### src/rtl/cex_enum_driver_pkg.sv
// Shared types for the counterexample enumeration driver and its tag pipeline.
package cex_pkg;

  // Default configuration. Instances override the widths through their own parameters.
  localparam int N_IN_DFLT   = 61;
  localparam int N_UNIV_DFLT = 20;

  // Width of the checked-result counter.
  // It is one bit wider than the universal counter, so a full pass of
  // 2^N_UNIV results can be stored.
  localparam int CHK_W = N_UNIV_DFLT + 1;

  // Driver control states.
  typedef enum logic [1:0] {
    IDLE  = 2'd0,
    RUN   = 2'd1,
    DRAIN = 2'd2,
    DONE  = 2'd3
  } state_t;

  // One in-flight evaluator request: the valid flag plus the vector it carries.
  typedef struct packed {
    logic                 valid;
    logic [N_IN_DFLT-1:0] vec;
  } tag_t;

endpackage

### src/rtl/cex_enum_driver_tag_pipe.sv
// Valid+data delay line that tracks vectors through the evaluator latency.
// DEPTH = 0 passes the input straight through.
module cex_tag_pipe #(
  parameter int W     = 61,
  parameter int DEPTH = 1
) (
  input  logic         clk,
  input  logic         rst_n,
  input  logic         in_valid,
  input  logic [W-1:0] in_data,
  output logic         out_valid,
  output logic [W-1:0] out_data,
  output logic         busy
);

  generate
    if (DEPTH == 0) begin : g_bypass
      assign out_valid = in_valid;
      assign out_data  = in_data;
      assign busy      = 1'b0;
    end else begin : g_delay
      logic [DEPTH-1:0] v;
      logic [W-1:0]     d [DEPTH];

      // Shift the tags one stage per cycle. Reset flushes every stage.
      always_ff @(posedge clk or negedge rst_n) begin
        if (!rst_n) begin
          v <= '0;
          for (int i = 0; i < DEPTH; i++) d[i] <= '0;
        end else begin
          v[0] <= in_valid;
          d[0] <= in_data;
          for (int i = 1; i < DEPTH; i++) begin
            v[i] <= v[i-1];
            d[i] <= d[i-1];
          end
        end
      end

      assign out_valid = v[DEPTH-1];
      assign out_data  = d[DEPTH-1];
      assign busy      = |v;
    end
  endgenerate

endmodule

### src/rtl/cex_enum_driver.sv
// Drives every universal assignment for one existential candidate into the
// formula evaluator. It then reports either a pass verdict or the first
// failing vector.
//
// Handshake: a candidate transfers on a rising edge where cand_valid and
// cand_ready are both high. cand_ready is high only in IDLE, and cand_valid
// is ignored in every other state. vec_valid marks a live vec_o for exactly
// that cycle; the evaluator has no backpressure.
module cex_enum_driver
  import cex_pkg::*;
#(
  parameter int N_IN     = 61,
  parameter int N_UNIV   = 20,
  parameter int EVAL_LAT = 1
) (
  input  logic                   clk,
  input  logic                   rst_n,
  input  logic                   cand_valid,
  input  logic [N_IN-N_UNIV-1:0] cand_data,
  output logic                   cand_ready,
  output logic [N_IN-1:0]        vec_o,
  output logic                   vec_valid,
  input  logic                   result_i,
  output logic                   done,
  output logic                   pass,
  output logic                   cex_valid,
  output logic [N_IN-1:0]        cex_vec,
  output logic [N_UNIV:0]        checked_cnt
);

  state_t                 state, state_nx;
  logic [N_IN-N_UNIV-1:0] cand;
  logic [N_UNIV-1:0]      univ_cnt;
  logic                   tap_valid;
  logic [N_IN-1:0]        tap_vec;
  logic                   pipe_busy;
  logic                   accept;
  logic                   sample;
  logic                   fail_now;
  logic                   last_vec;

  assign cand_ready = (state == IDLE);
  assign vec_valid  = (state == RUN);
  assign done       = (state == DONE);
  assign vec_o      = {cand, univ_cnt};
  assign accept     = cand_valid & cand_ready;
  assign last_vec   = &univ_cnt;

  // Once the first failure is captured, later results are neither counted nor checked.
  assign sample   = tap_valid & ~cex_valid;
  assign fail_now = sample & ~result_i;

  cex_tag_pipe #(
    .W     (N_IN),
    .DEPTH (EVAL_LAT)
  ) u_tag_pipe (
    .clk       (clk),
    .rst_n     (rst_n),
    .in_valid  (vec_valid),
    .in_data   (vec_o),
    .out_valid (tap_valid),
    .out_data  (tap_vec),
    .busy      (pipe_busy)
  );

  // State register.
  always_ff @(posedge clk or negedge rst_n) begin
    if (!rst_n) state <= IDLE;
    else        state <= state_nx;
  end

  // Next-state logic.
  // A failure seen in RUN makes the current vector the last one issued.
  always_comb begin
    state_nx = state;
    case (state)
      IDLE:    if (accept) state_nx = RUN;
      RUN:     if (fail_now || last_vec) state_nx = DRAIN;
      DRAIN:   if (!pipe_busy) state_nx = DONE;
      DONE:    state_nx = IDLE;
      default: state_nx = IDLE;
    endcase
  end

  // Datapath: candidate latch, universal counter, result bookkeeping and verdict.
  always_ff @(posedge clk or negedge rst_n) begin
    if (!rst_n) begin
      cand        <= '0;
      univ_cnt    <= '0;
      checked_cnt <= '0;
      pass        <= 1'b0;
      cex_valid   <= 1'b0;
      cex_vec     <= '0;
    end else if (accept) begin
      cand        <= cand_data;
      univ_cnt    <= '0;
      checked_cnt <= '0;
      pass        <= 1'b0;
      cex_valid   <= 1'b0;
      cex_vec     <= '0;
    end else begin
      // The counter holds on its final value, so it never wraps.
      if (state == RUN && !last_vec && !fail_now) univ_cnt <= univ_cnt + 1'b1;
      if (sample) checked_cnt <= checked_cnt + 1'b1;
      if (fail_now) begin
        cex_valid <= 1'b1;
        cex_vec   <= tap_vec;
      end
      // The pipeline is empty here, so the verdict is final and visible alongside done.
      if (state == DRAIN && !pipe_busy) pass <= ~cex_valid;
    end
  end

endmodule

### config.mk
export PLATFORM = sky130hd
export DESIGN_NAME = cex_enum_driver
export DESIGN_NICKNAME = d
export VERILOG_FILES = /design/src/rtl/cex_enum_driver_pkg.sv /design/src/rtl/cex_enum_driver_tag_pipe.sv /design/src/rtl/cex_enum_driver.sv
export SDC_FILE = /design/constraint.sdc
export NUM_CORES = 1
export LEC_CHECK = 0
export ABC_AREA = 0
export ABC_CLOCK_PERIOD_IN_PS = 1680
export BUFFER_PORTS_ARGS = -buffer_cell sky130_fd_sc_hd__buf_2
export CAP_MARGIN = 40
export CORE_ASPECT_RATIO = 0.8
export CORE_MARGIN = 5
export CORE_UTILIZATION = 47
export CTS_BUF_LIST = sky130_fd_sc_hd__clkbuf_8
export CTS_CLUSTER_DIAMETER = 80
export CTS_CLUSTER_SIZE = 30
export DETAILED_ROUTE_END_ITERATION = 10
export HOLD_SLACK_MARGIN = 0.02
export PLACE_DENSITY = 0.83
export SLEW_MARGIN = 20
export SYNTH_ARGS = -nofsm -noshare
export SYNTH_HDL_FRONTEND = slang
export SYNTH_SLANG_ARGS = --single-unit
### constraint.sdc
create_clock -name clk -period 1.68 [get_ports clk]
set_input_delay 0.084 -clock clk [delete_from_list [all_inputs] [get_ports clk]]
set_output_delay 0.084 -clock clk [all_outputs]
set_load 0.1 [all_outputs]
Word-level counts from Yosys, hierarchy flattened
Index checks and enable logic that the tools add are counted.
{ "word_totals": {"reg_bits": 209, "in_bits": 45, "output_inout_bits": 148, "wordCells": 50} }
{ "classes": {"addsub": 2, "eq_ne": 6, "mux": 14, "n_bitwise": 5, "reduce_logical": 14} }
{ "ops": {"columns": ["op", "n"], "rows": [
  ["61-bit two-way mux", 2],
  ["21-bit two-way mux", 2],
  ["20-bit two-way mux", 2],
  ["21-bit by 1-bit adder with 21-bit output (second input constant)", 1],
  ["20-bit by 1-bit adder with 20-bit output (second input constant)", 1],
  ["20-bit AND reduction", 1],
  ["2-bit case mux with 4 select lines", 1],
  ["2-bit nonzero test", 4],
  ["2-bit two-way mux", 3],
  ["2-bit equality test (second input constant)", 2],
  ["1-bit two-way mux", 4],
  ["2-bit != test (second input constant)", 2],
  ["1-bit bitwise AND", 3],
  ["1-bit logical AND", 3],
  ["1-bit logical NOT", 3],
  ["3-bit AND reduction", 1],
  ["2-bit by 1-bit equality test with 1-bit output (second input constant)", 1],
  ["2-bit logical NOT", 1],
  ["2-bit by 1-bit != test with 1-bit output (second input constant)", 1],
  ["1-bit inverter", 2],
  ["1-bit logical OR", 1]
]} }

Depth between registers and ports, before layout
Gate-level depths: netlist of run 1.
{ "depth": {"word_depth": 7, "mapped_depth": 8} }

By module
Synthesis of run 1 repeated with hierarchy kept, for this count alone.
{ "hier_totals": {"hier_cells": 774, "area_unflattened_um2": 8097.8} }
{ "by_module_without_submodules": {"columns": ["mod", "instances", "cells_per_inst", "area_per_inst_um2", "seq_area_each_um2"], "rows": [
  ["cex_enum_driver", 1, 711, 6538.8, 3678.5],
  ["cex_tag_pipe", 1, 63, 1559.0, 1551.5]
]} }

Worst setup path before layout of run 1
Ideal clock, no wire load.
{ "synth_path": {"kind": "register to register", "from": "register state[0]", "to": "register checked_cnt[0]", "arrival_ns": 2.374, "setup_slack_ns": -0.826, "stages_incl_launch_ff": 8, "synth_period_minus_slack_ns": 2.506, "path_cell_list": "dfrtp_1 -> inv_1 -> ha_1 -> and2_1 -> clkbuf_1 -> clkbuf_1 -> buf_1 -> nor2_1"} }
{ "synth_between": {"elab_chain_len": 3, "elab_cells_between_ends": 4, "cone_classes": "1 x mux; 1 x bitwise; 2 x reduce/logical"} }
{ "synth_lines": {"columns": ["element", "line", "rtl"], "rows": [
  ["start, declared", "cex_enum_driver.sv:31", "state_t state, state_nx;"],
  ["start signal, assigned", "cex_enum_driver.sv:69", "else state <= state_nx;"],
  ["2-bit logical NOT *", "cex_enum_driver.sv:42", "assign cand_ready = (state == IDLE);"],
  ["via cand_ready", "cex_enum_driver.sv:20", "output logic cand_ready,"],
  ["1-bit bitwise AND *", "cex_enum_driver.sv:46", "assign accept = cand_valid & cand_ready;"],
  ["21-bit two-way mux or 2-bit nonzero test (tied branches)", null, null],
  ["end signal, assigned", "cex_enum_driver.sv:104", "if (sample) checked_cnt <= checked_cnt + 1'b1;"],
  ["end, declared", "cex_enum_driver.sv:28", "output logic [N_UNIV:0] checked_cnt"]
]} }
The timed path passes the listed nets; every way through them passes the cells marked *.
A chain may end at the register's enable or synchronous reset.

Worst setup path after layout of run 1
{ "layout_path": {"from": "register cex_valid", "to": "register checked_cnt[18]"} }
{ "layout_between": {"elab_chain_len": 3} }
{ "layout_lines": {"columns": ["element", "line", "rtl"], "rows": [
  ["start, declared", "cex_enum_driver.sv:26", "output logic cex_valid,"],
  ["start signal, assigned", "cex_enum_driver.sv:92", "cex_valid <= 1'b0;"],
  ["start signal, assigned", "cex_enum_driver.sv:99", "cex_valid <= 1'b0;"],
  ["start signal, assigned", "cex_enum_driver.sv:106", "cex_valid <= 1'b1;"],
  ["1-bit inverter", "cex_enum_driver.sv:50", "assign sample = tap_valid & ~cex_valid;"],
  ["1-bit bitwise AND", "cex_enum_driver.sv:50", null],
  ["2-bit nonzero test (no line)", null, null]
]} }
No other way between the ends.

==> flow_summary.ini, run 1 <==
[run_status]
outcome = finished, final reports clean

[synthesis]
synth_top_cell_by_area = dfrtp_1
yosysMostFrequentCell = nand2_1
yosys_warnings = 0
syn_area_per_cell_um2 = 10.4
synthArstFlopShare_pct = 100
synth_ff_type = dfrtp_1
synth_edf_count = 0
synth.net_count = 835
ys_ff_latch = 209
synthDominantCellAreaShare_pct = 64.3
yosysSeqAreaShare_pct = 64.3
synthTopCellsByArea = dfrtp_1, nand2_1, a21oi_1, mux2i_1, nand4_1
synthCells = 784
yosys-top-cells-count = nand2_1, dfrtp_1, a21oi_1
synth_area_um2 = 8130
ys_types = 51

[setup_path]
crit_slowest_cell = dfrtp_4
start_kind = flip-flop
path_class = reg -> reg
critPathTopFamily = simple AND/OR/NAND/NOR gates
path_depth = 4
required_ns = 2.13
r2r_start = cex_valid$_DFFE_PN0P_
end_kind = flip-flop
r2r_slack_ns = 0.01
r2r.worst_path.cells = 4
cp_num_buf_inv = 0
crit_path_max_incr_delay_ns = 0.54
cp_cell_sequence = and4b_2, nand4_1, or3_1, a21oi_1
worstPathArrival_ns = 2.11
worstSetupEndpoint = checked_cnt[18]$_DFFE_PN0P_
path_max_fanout = 8
startpoint = cex_valid$_DFFE_PN0P_
r2r_end = checked_cnt[18]$_DFFE_PN0P_

[timing]
finalHoldWorstSlack_ns = 0.0511
finalHoldViolCount = 0
rsz0062_at_grt = yes
finalMaxSlewViolations = 0
period_share_pct = 99.3
max_freq_mhz = 600
period_needed_ns = 1.67
tightestPinTransition_ns = 0.522
clock_skew_ns = 0.0303
relSlewSlack_pct = 65.4
setup_violations = 0

[final_layout]
multi_input_area_um2 = 2930
antennaDiodeCount = 0
syn2layout_area_growth_pct = 33.4
drive_gt1_share_pct = 34.8
nets = 1110
fillCellCount = 1338
ff_latch_area_um2 = 5360

[floorplan]
die_h_um = 128
ios = 193
fp-row-count = 43
core_area_um2 = 17200
fp.dieW_um = 157
dieArea_um2 = 20000
initial_core_util_pct = 47.4

[clocking]
clk_latency_ns = 0.51
clockBufferDepth = 3
path_clk_slew_ns = 0.17
cts_sinks = 209
root_buffer = clkbuf_8
cts_tree = done
htree_levels = 1
cts_buffers = 11

[grt]
grt_usage_pct = 21.1
grt_max_degree = 67
grt-ovfl-total = 0
antenna_found_initial = 0
grt_first_pass_wirelength_um = 34700
grt_pass1_vias = 6682

[placed_design]
port-buffer-count = 192
place_congestion = 0.810
dp_hpwl_um = 14100

[routing]
first_pass_iters = 5
wl_um = 21300
drc = 0
ant_nets = 0
vias = 6711
vias_per_cell = 5.21
initialDrtViolationCount = 453
wl_per_cell_um = 16.5

[hold_path]
hold_path.class = in -> async

[flow_run]
maxCapViolations = 0
[final cells by class]
| class | instances | share of cell area, % |
|---|---|---|
| Sequential cell | 209 | 49.4 |
| Clock inverter | 5 | 0.404 |
| Multi-Input combinational cell | 525 | 27.0 |
| Tap cell | 225 | 2.60 |
| Clock buffer | 11 | 1.40 |
| Inverter | 6 | 0.208 |
| Timing Repair Buffer | 306 | 18.9 |
[how the worst min path moves through the flow]
stage,end,cells after the start
2_1_floorplan,cand[0]$_DFFE_PN0P_,0
3_3_place_gp,u_tag_pipe.out_data[34]$_DFF_PN0_,1
3_5_place_dp,u_tag_pipe.out_data[34]$_DFF_PN0_,1
4_1_cts,cex_vec[28]$_DFFE_PN0P_,2
5_1_grt,u_tag_pipe.out_data[34]$_DFF_PN0_,2
6_report,cex_vec[28]$_DFFE_PN0P_,2
[worst reg2reg max path: stages (launching register included)]
cell     delay (ns)
dfrtp_4        0.54
and4b_2        0.31
nand4_1        0.22
or3_1          0.41
a21oi_1        0.14
[sequential cells by signal, indices dropped and copies added (netlist names)]
name	count
cand	41
univ_cnt	20
u_tag_pipe.busy	1
cex_vec	61
checked_cnt	21
u_tag_pipe.out_data	61
pass	1
cex_valid	1
state	2
[metal layers]
layer  GRT usage (%)  routed length (µm)  up-vias
met5               0                   0        -
met4            5.06                 432        0
met3            3.62                1160       41
met2            36.6               10800      197
met1            28.0                8840     3319
li1                -                   -     3154
[per-stage QoR]
step	setup TNS (ns)	worst slack (ns)	util (%)	cell area [µm²]	std cells
detailed placement	-3.56	-0.140	57.6	9880	1197
global placement	-1.62	-0.0648	57.6	9880	1197
finish	0	0.0121	63.2	10800	1287
floorplan	-2.58	-0.174	-	8550	784
global route	-0.487	-0.0794	63.2	10800	1287
CTS	-0.0256	-0.0256	61.8	10600	1266
[what timing repair did]
action,4_1_cts,5_1_grt
pin swaps,6,10
gates resized for setup,11,20
hold buffers,43,0
cloned,1,0
buffers inserted,9,21
hold endpoints to repair,251,0
setup endpoints to repair,75,24
[layout by cell type, fill, tap and decap left out, types with 7 or more instances in the layout]
cell type      instances
nand4_1               16
nand2b_1              12
buf_12                 7
nand3_1               13
dfrtp_4               32
dfrtp_1              169
dlygate4sd3_1         43
xor2_1                 8
nor2_1                22
nand2_1              272
clkbuf_8              12
buf_4                 65
mux2i_1               13
dfrtp_2                8
buf_2                183
a21oi_1               71
[cell families (layout without fill, tap and decap cells)]
kind of cell / count (synthesis) / count (layout) / share of synthesized area [%]
flops: 209 / 209 / 64.3
compound gates: 110 / 110 / 7.94
mux: 13 / 13 / 1.60
simple gates: 385 / 386 / 21.3
buf+inv: 51 / 328 / 2.82
fa+ha+maj: 6 / 6 / 0.923
xor+xnor: 10 / 10 / 1.08
Power of run 1 is not shown: default switching activity piles up to over one toggle a cycle in this logic, so the estimate is an artifact.
==> inputs of run 2 (changes only) <==
--- a/config.mk
+++ b/config.mk
@@ -5,7 +5,7 @@
 export SDC_FILE = /design/constraint.sdc
 export NUM_CORES = 1
 export LEC_CHECK = 0
-export ABC_AREA = 0
+export ABC_AREA = 1
 export ABC_CLOCK_PERIOD_IN_PS = 1680
 export BUFFER_PORTS_ARGS = -buffer_cell sky130_fd_sc_hd__buf_2
 export CAP_MARGIN = 40
==> run 2 against run 1 <==
Net effect: critical path depth rose by 5; sequential share of layout area fell by 0.29 points; first-iteration DRC count rose by 23%; setup slack improved by 0.026 ns; critical endpoint is now univ_cnt[13]$_DFFE_PN0P_.
==> flow_summary.ini, run 2 <==
[clocking]
cts_buffers = 11
cts_tree = done
clockBufferDepth = 3
root_buffer = clkbuf_8
cts_sinks = 209
clk_latency_ns = 0.51
path_clk_slew_ns = 0.17
htree_levels = 1

[timing]
finalHoldViolCount = 0
tightestPinTransition_ns = 0.510
max_freq_mhz = 609
tns_ns = 0
finalHoldWorstSlack_ns = 0.0744
period_needed_ns = 1.64
rsz0062_at_grt = yes
finalMaxSlewViolations = 0
relSlewSlack_pct = 66.0
setup_violations = 0
layout_setup_ws_ns = 0.0376
period_share_pct = 97.8
clock_skew_ns = 0.0471

[setup_path]
worstPathArrival_ns = 2.05
r2r_slack_ns = 0.04
path_max_fanout = 7
cp_cell_sequence = buf_4, nand2_1, nor2_1, buf_4, inv_1, nor2_1, nand4_1, nand4_1, nand2_1
required_ns = 2.09
cp_num_buf_inv = 3
critPathTopFamily = simple AND/OR/NAND/NOR gates
path_class = reg -> reg
crit_slowest_cell = dfrtp_4
end_kind = flip-flop
crit_path_max_incr_delay_ns = 0.47
start_kind = flip-flop

[synthesis]
ys_types = 34
synth_area_um2 = 8200
ys_ff_latch = 209
synthTopCellsByArea = dfrtp_1, nand2_1, nand3_1, nor2_1, inv_1
synthDominantCellAreaShare_pct = 63.8
synthArstFlopShare_pct = 100
synth_top_cell_by_area = dfrtp_1
yosys_warnings = 0
yosysSeqAreaShare_pct = 63.8
synth_ff_type = dfrtp_1
synth.net_count = 926
syn_area_per_cell_um2 = 9.37
synth_edf_count = 0
synthCells = 875
yosys-top-cells-count = nand2_1, dfrtp_1, nand3_1
yosysMostFrequentCell = nand2_1

[flow_run]
maxCapViolations = 0

[routing]
wl_per_cell_um = 16.3
vias_per_cell = 5.17
initialDrtViolationCount = 556
first_pass_iters = 6
ant_nets = 0
vias = 7102
wl_um = 22500
drc = 0

[floorplan]
fp.dieW_um = 158
initial_core_util_pct = 47.6
core_area_um2 = 17200
ios = 193
die_h_um = 128
fp-row-count = 43
dieArea_um2 = 20200

[pwr]
p_sw_share_pct = 22.4
pwr-share-seq_pct = 67.2
peakVddDrop_mv = 0.587
combPwrFrac_pct = 3.5
total_power_mw = 7.49
internal_power_mw = 5.82
p_leak_nw = 6.04
p_switching_mw = 1.67
clkPwrFrac_pct = 29.4
powerDensity_nw_per_um2 = 690

[final_layout]
nets = 1194
fillCellCount = 1425
fin_cells = 1375
layout_common_cells = nand2_1, buf_2, dfrtp_1
drive_gt1_share_pct = 29.8
syn2layout_area_growth_pct = 32.5
mostFrequentLayoutCell = nand2_1

[hold_path]
hold_path.class = in -> async

[placed_design]
dp_hpwl_um = 14700
place_inst = 1304
place_congestion = 0.882
post-place-ws_ns = -0.0925
port-buffer-count = 192

[grt]
grt_pass1_vias = 6935
grt_first_pass_wirelength_um = 36100
antenna_found_initial = 1
grt-ovfl-total = 0
grt_usage_pct = 22.0
grt_max_degree = 86

[run_status]
outcome = finished, final reports clean
run 2: metrics by stage:
step | utilization (%) | cell area, µm²
after floorplan | - | 8400
after global placement | 57.8 | 9960
after detailed placement | 57.9 | 9970
after CTS | 62.0 | 10700
after global routing | 63.1 | 10900
final | 63.1 | 10900
run 2: layout make-up:
cell class	instances	area [µm²]	area share [%]
flip-flops and latches	209	5340	49.1
multi-input cells	590	2870	26.4
repair buffers	294	2000	18.4
well taps	225	282	2.59
clock buffers	11	151	1.39
inverters	36	151	1.39
clock inverters	5	50.0	0.461
repair inverters	1	16.3	0.150
diodes	4	10.0	0.0921
run 2: repair_timing:
action / in CTS / in global routing
gates cloned: 1 / 1
hold buffers: 43 / 0
setup endpoints to repair: 30 / 40
pin swaps: 0 / 6
gates resized for setup: 17 / 31
hold endpoints to repair: 258 / 0
buffers inserted: 1 / 5
run 2: power by group through the flow:
stage | combinational (mW) | clock [mW] | sequential, mW
3_5_place_dp | 0.184 | 0 | 5.13
4_1_cts | 0.261 | 2.28 | 5.03
2_1_floorplan | 0.000616 | 0 | 5.13
6_report | 0.260 | 2.20 | 5.03
5_1_grt | 0.293 | 2.46 | 5.03
3_3_place_gp | 0.182 | 0 | 5.13
run 2: metal layers:
layer	vias to the layer above	track usage, %	wire length, µm
li1	3342	-	-
met1	3422	30.1	9340
met2	274	35.9	10800
met3	64	3.68	1480
met4	0	7.74	801
met5	-	0	0
run 2: logic make-up after synthesis:
family,Yosys count,synth area share (%)
and+or+nand+nor,539,28.0
DFF,209,63.8
buffers and inverters,77,3.84
AOI/OAI and AO/OA,32,2.18
xor gates and xnor gates,12,1.28
adders and majority gates,6,0.915
run 2: worst paths after layout:
check	startpoint	endpoint	cells past startpoint
min in group clk	result_i	univ_cnt[1]$_DFFE_PN0P_	6
worst max-delay path	univ_cnt[1]$_DFFE_PN0P_	univ_cnt[13]$_DFFE_PN0P_	9
worst min-delay path	rst_n	cex_vec[16]$_DFFE_PN0P_	2
max in group asynchronous	rst_n	u_tag_pipe.out_data[45]$_DFF_PN0_	3
worst min register to register	cand[20]$_DFFE_PN0P_	u_tag_pipe.out_data[40]$_DFF_PN0_	0
worst max register to register	univ_cnt[1]$_DFFE_PN0P_	univ_cnt[13]$_DFFE_PN0P_	9
run 2: worst reg2reg max path, stage by stage, from the launching register on:
cell     delay, ns
dfrtp_4       0.47
buf_4         0.13
nand2_1       0.09
nor2_1        0.11
buf_4         0.16
inv_1         0.04
nor2_1        0.23
nand4_1       0.15
nand4_1       0.12
nand2_1       0.06
No activity file was read; power rests on OpenSTA's default activity.
==> inputs of run 3 (changes only) <==
--- a/config.mk
+++ b/config.mk
@@ -5,7 +5,6 @@
 export SDC_FILE = /design/constraint.sdc
 export NUM_CORES = 1
 export LEC_CHECK = 0
-export ABC_AREA = 1
 export ABC_CLOCK_PERIOD_IN_PS = 1680
 export BUFFER_PORTS_ARGS = -buffer_cell sky130_fd_sc_hd__buf_2
 export CAP_MARGIN = 40
@@ -18,6 +17,7 @@
 export DETAILED_ROUTE_END_ITERATION = 10
 export HOLD_SLACK_MARGIN = 0.02
 export PLACE_DENSITY = 0.83
+export SETUP_SLACK_MARGIN = 0.1
 export SLEW_MARGIN = 20
 export SYNTH_ARGS = -nofsm -noshare
 export SYNTH_HDL_FRONTEND = slang
==> run 3 against run 2 <==
Net effect: the run now ends with setup timing left; clock power barely moved; clock skew fell by 0.012 ns; clock-buffer cell count unchanged; setup slack worse by 0.081 ns; critical endpoint is now checked_cnt[14]$_DFFE_PN0P_; via count barely moved; flip-flop and latch count stayed put; maximum frequency is 4.7% lower; final area grew 8.8%; sequential power grew 51%; largest cell class unchanged; sequential share of layout area down 3.8 points; routed wire length rose by 9.5%.
==> flow_summary.ini, run 3 (synthesis results as in run 1) <==
[setup_path]
r2r_slack_ns = -0.04
r2r.worst_path.cells = 4
r2r_start = cex_valid$_DFFE_PN0P_
crit_slowest_cell = dfrtp_4
cp_cell_sequence = and4b_1, nand4_1, or3_1, a21oi_2
r2r_end = checked_cnt[14]$_DFFE_PN0P_
path_max_fanout = 8
worstPathArrival_ns = 2.18
end_kind = flip-flop
crit_path_max_incr_delay_ns = 0.55
startpoint = cex_valid$_DFFE_PN0P_
required_ns = 2.14
start_kind = flip-flop
path_class = reg -> reg

[clocking]
cts_sinks = 209
root_buffer = clkbuf_8
htree_levels = 1
clk_latency_ns = 0.52
clockBufferDepth = 3
path_clk_slew_ns = 0.17
cts_tree = done
cts_buffers = 11

[grt]
grt_max_degree = 70
grt-busiest-layer = met2
grt_first_pass_wirelength_um = 36600
use_met1_pct = 31.5
grt_pass1_vias = 6973
grt_usage_pct = 22.5
antenna_found_initial = 0
grt-ovfl-total = 0
gr-usage-met3_pct = 5.15
use_met2_pct = 35.8

[floorplan]
dieArea_um2 = 20000
initial_core_util_pct = 47.4
die_h_um = 128
core_area_um2 = 17200
fp-row-count = 43
fp.dieW_um = 157
ios = 193

[hold_path]
hold_path.class = in -> reg
min_from = cand_valid
hold_depth = 4
hold_end = univ_cnt[11]$_DFFE_PN0P_

[pwr]
combPwrFrac_pct = 58.8
powerDensity_nw_per_um2 = 2030
clkPwrFrac_pct = 9.3
total_power_mw = 23.9
p_switching_mw = 13.8
peakVddDrop_mv = 1.91
p_leak_nw = 5.75
p_sw_share_pct = 57.7
pwr-share-seq_pct = 31.8
internal_power_mw = 10.1

[final_layout]
nets = 1133
syn2layout_area_growth_pct = 45.3
layout_common_cells = nand2_1, dfrtp_1, buf_2
mostFrequentLayoutCell = nand2_1
drive_gt1_share_pct = 45.5
antennaDiodeCount = 0

[flow_run]
maxCapViolations = 0

[run_status]
outcome = complete, but fails checks
violations = setup timing

[placed_design]
port-buffer-count = 192
place_congestion = 0.890
dp_hpwl_um = 14500

[routing]
wl_um = 24600
initialDrtViolationCount = 639
ant_nets = 0
wl_per_cell_um = 18.8
first_pass_iters = 5
vias = 7099
drc = 0
vias_per_cell = 5.41

[timing]
finalHoldViolCount = 0
finalMaxSlewViolations = 0
setup_violations = 4
period_needed_ns = 1.72
layout_setup_ws_ns = -0.0434
relSlewSlack_pct = 58.0
max_freq_mhz = 580
rsz0062_at_grt = yes
tightestPinTransition_ns = 0.628
period_share_pct = 103
finalHoldWorstSlack_ns = 0.0890
clock_skew_ns = 0.0353
[run 3: area by class of cell]
| class | count | area [µm²] |
|---|---|---|
| inverter | 6 | 22.5 |
| timing repair buffer | 329 | 2560 |
| sequential | 209 | 5360 |
| tap | 225 | 282 |
| fill | 1189 | 5350 |
| clock buffer | 11 | 151 |
| multi-input combinational | 525 | 3380 |
| clock inverter | 6 | 56.3 |
[run 3: worst max path at each step]
stage                     slack [ns]                     endpoint  cells after the start
after global placement          0.02  checked_cnt[13]$_DFFE_PN0P_                      4
after detailed placement       -0.03  checked_cnt[13]$_DFFE_PN0P_                      4
after CTS                       0.02                    vec_valid                      4
final                          -0.04  checked_cnt[14]$_DFFE_PN0P_                      4
after floorplan                -0.18  checked_cnt[19]$_DFFE_PN0P_                      5
after global routing           -0.11  checked_cnt[14]$_DFFE_PN0P_                      4
[run 3: power by group through the flow]
| stage | logic [mW] | clock network [mW] | registers, mW |
|---|---|---|---|
| final | 14.1 | 2.22 | 7.62 |
| after global routing | 14.6 | 2.48 | 7.81 |
| after CTS | 13.4 | 2.29 | 7.55 |
| after detailed placement | 13.1 | 0 | 7.67 |
| after global placement | 12.9 | 0 | 7.58 |
| after floorplan | 3.27 | 0 | 15.3 |
[run 3: timing repair]
item	4_1_cts	5_1_grt
resized for setup	46	95
hold endpoints to repair	250	0
setup buffers	23	19
hold buffers	44	0
setup endpoints to repair	135	112
pin swaps	19	39
cloned	1	5
[run 3: per-layer routing]
layer | routed length, µm | vias up
met2 | 11800 | 293
met4 | 612 | 0
met5 | 0 | -
li1 | - | 3193
met3 | 1990 | 56
met1 | 10200 | 3557
[run 3: per-stage QoR]
stage / setup TNS (ns) / setup WS, ns / cell area (µm²) / utilization (%) / instances
floorplan: -2.62 / -0.180 / 8980 / - / 784
global placement: 0 / 0.0159 / 10200 / 59.5 / 1202
detailed placement: -0.0683 / -0.0262 / 10200 / 59.5 / 1202
CTS: 0 / 0.0157 / 11200 / 65.1 / 1287
global route: -0.422 / -0.108 / 11800 / 68.8 / 1311
finish: -0.0745 / -0.0434 / 11800 / 68.8 / 1311
[run 3: critical path: cells and delay by family (launching register included)]
kind            cells  cell delay, ns
flops               1            0.55
compound gates      1            0.12
simple gates        3            0.98
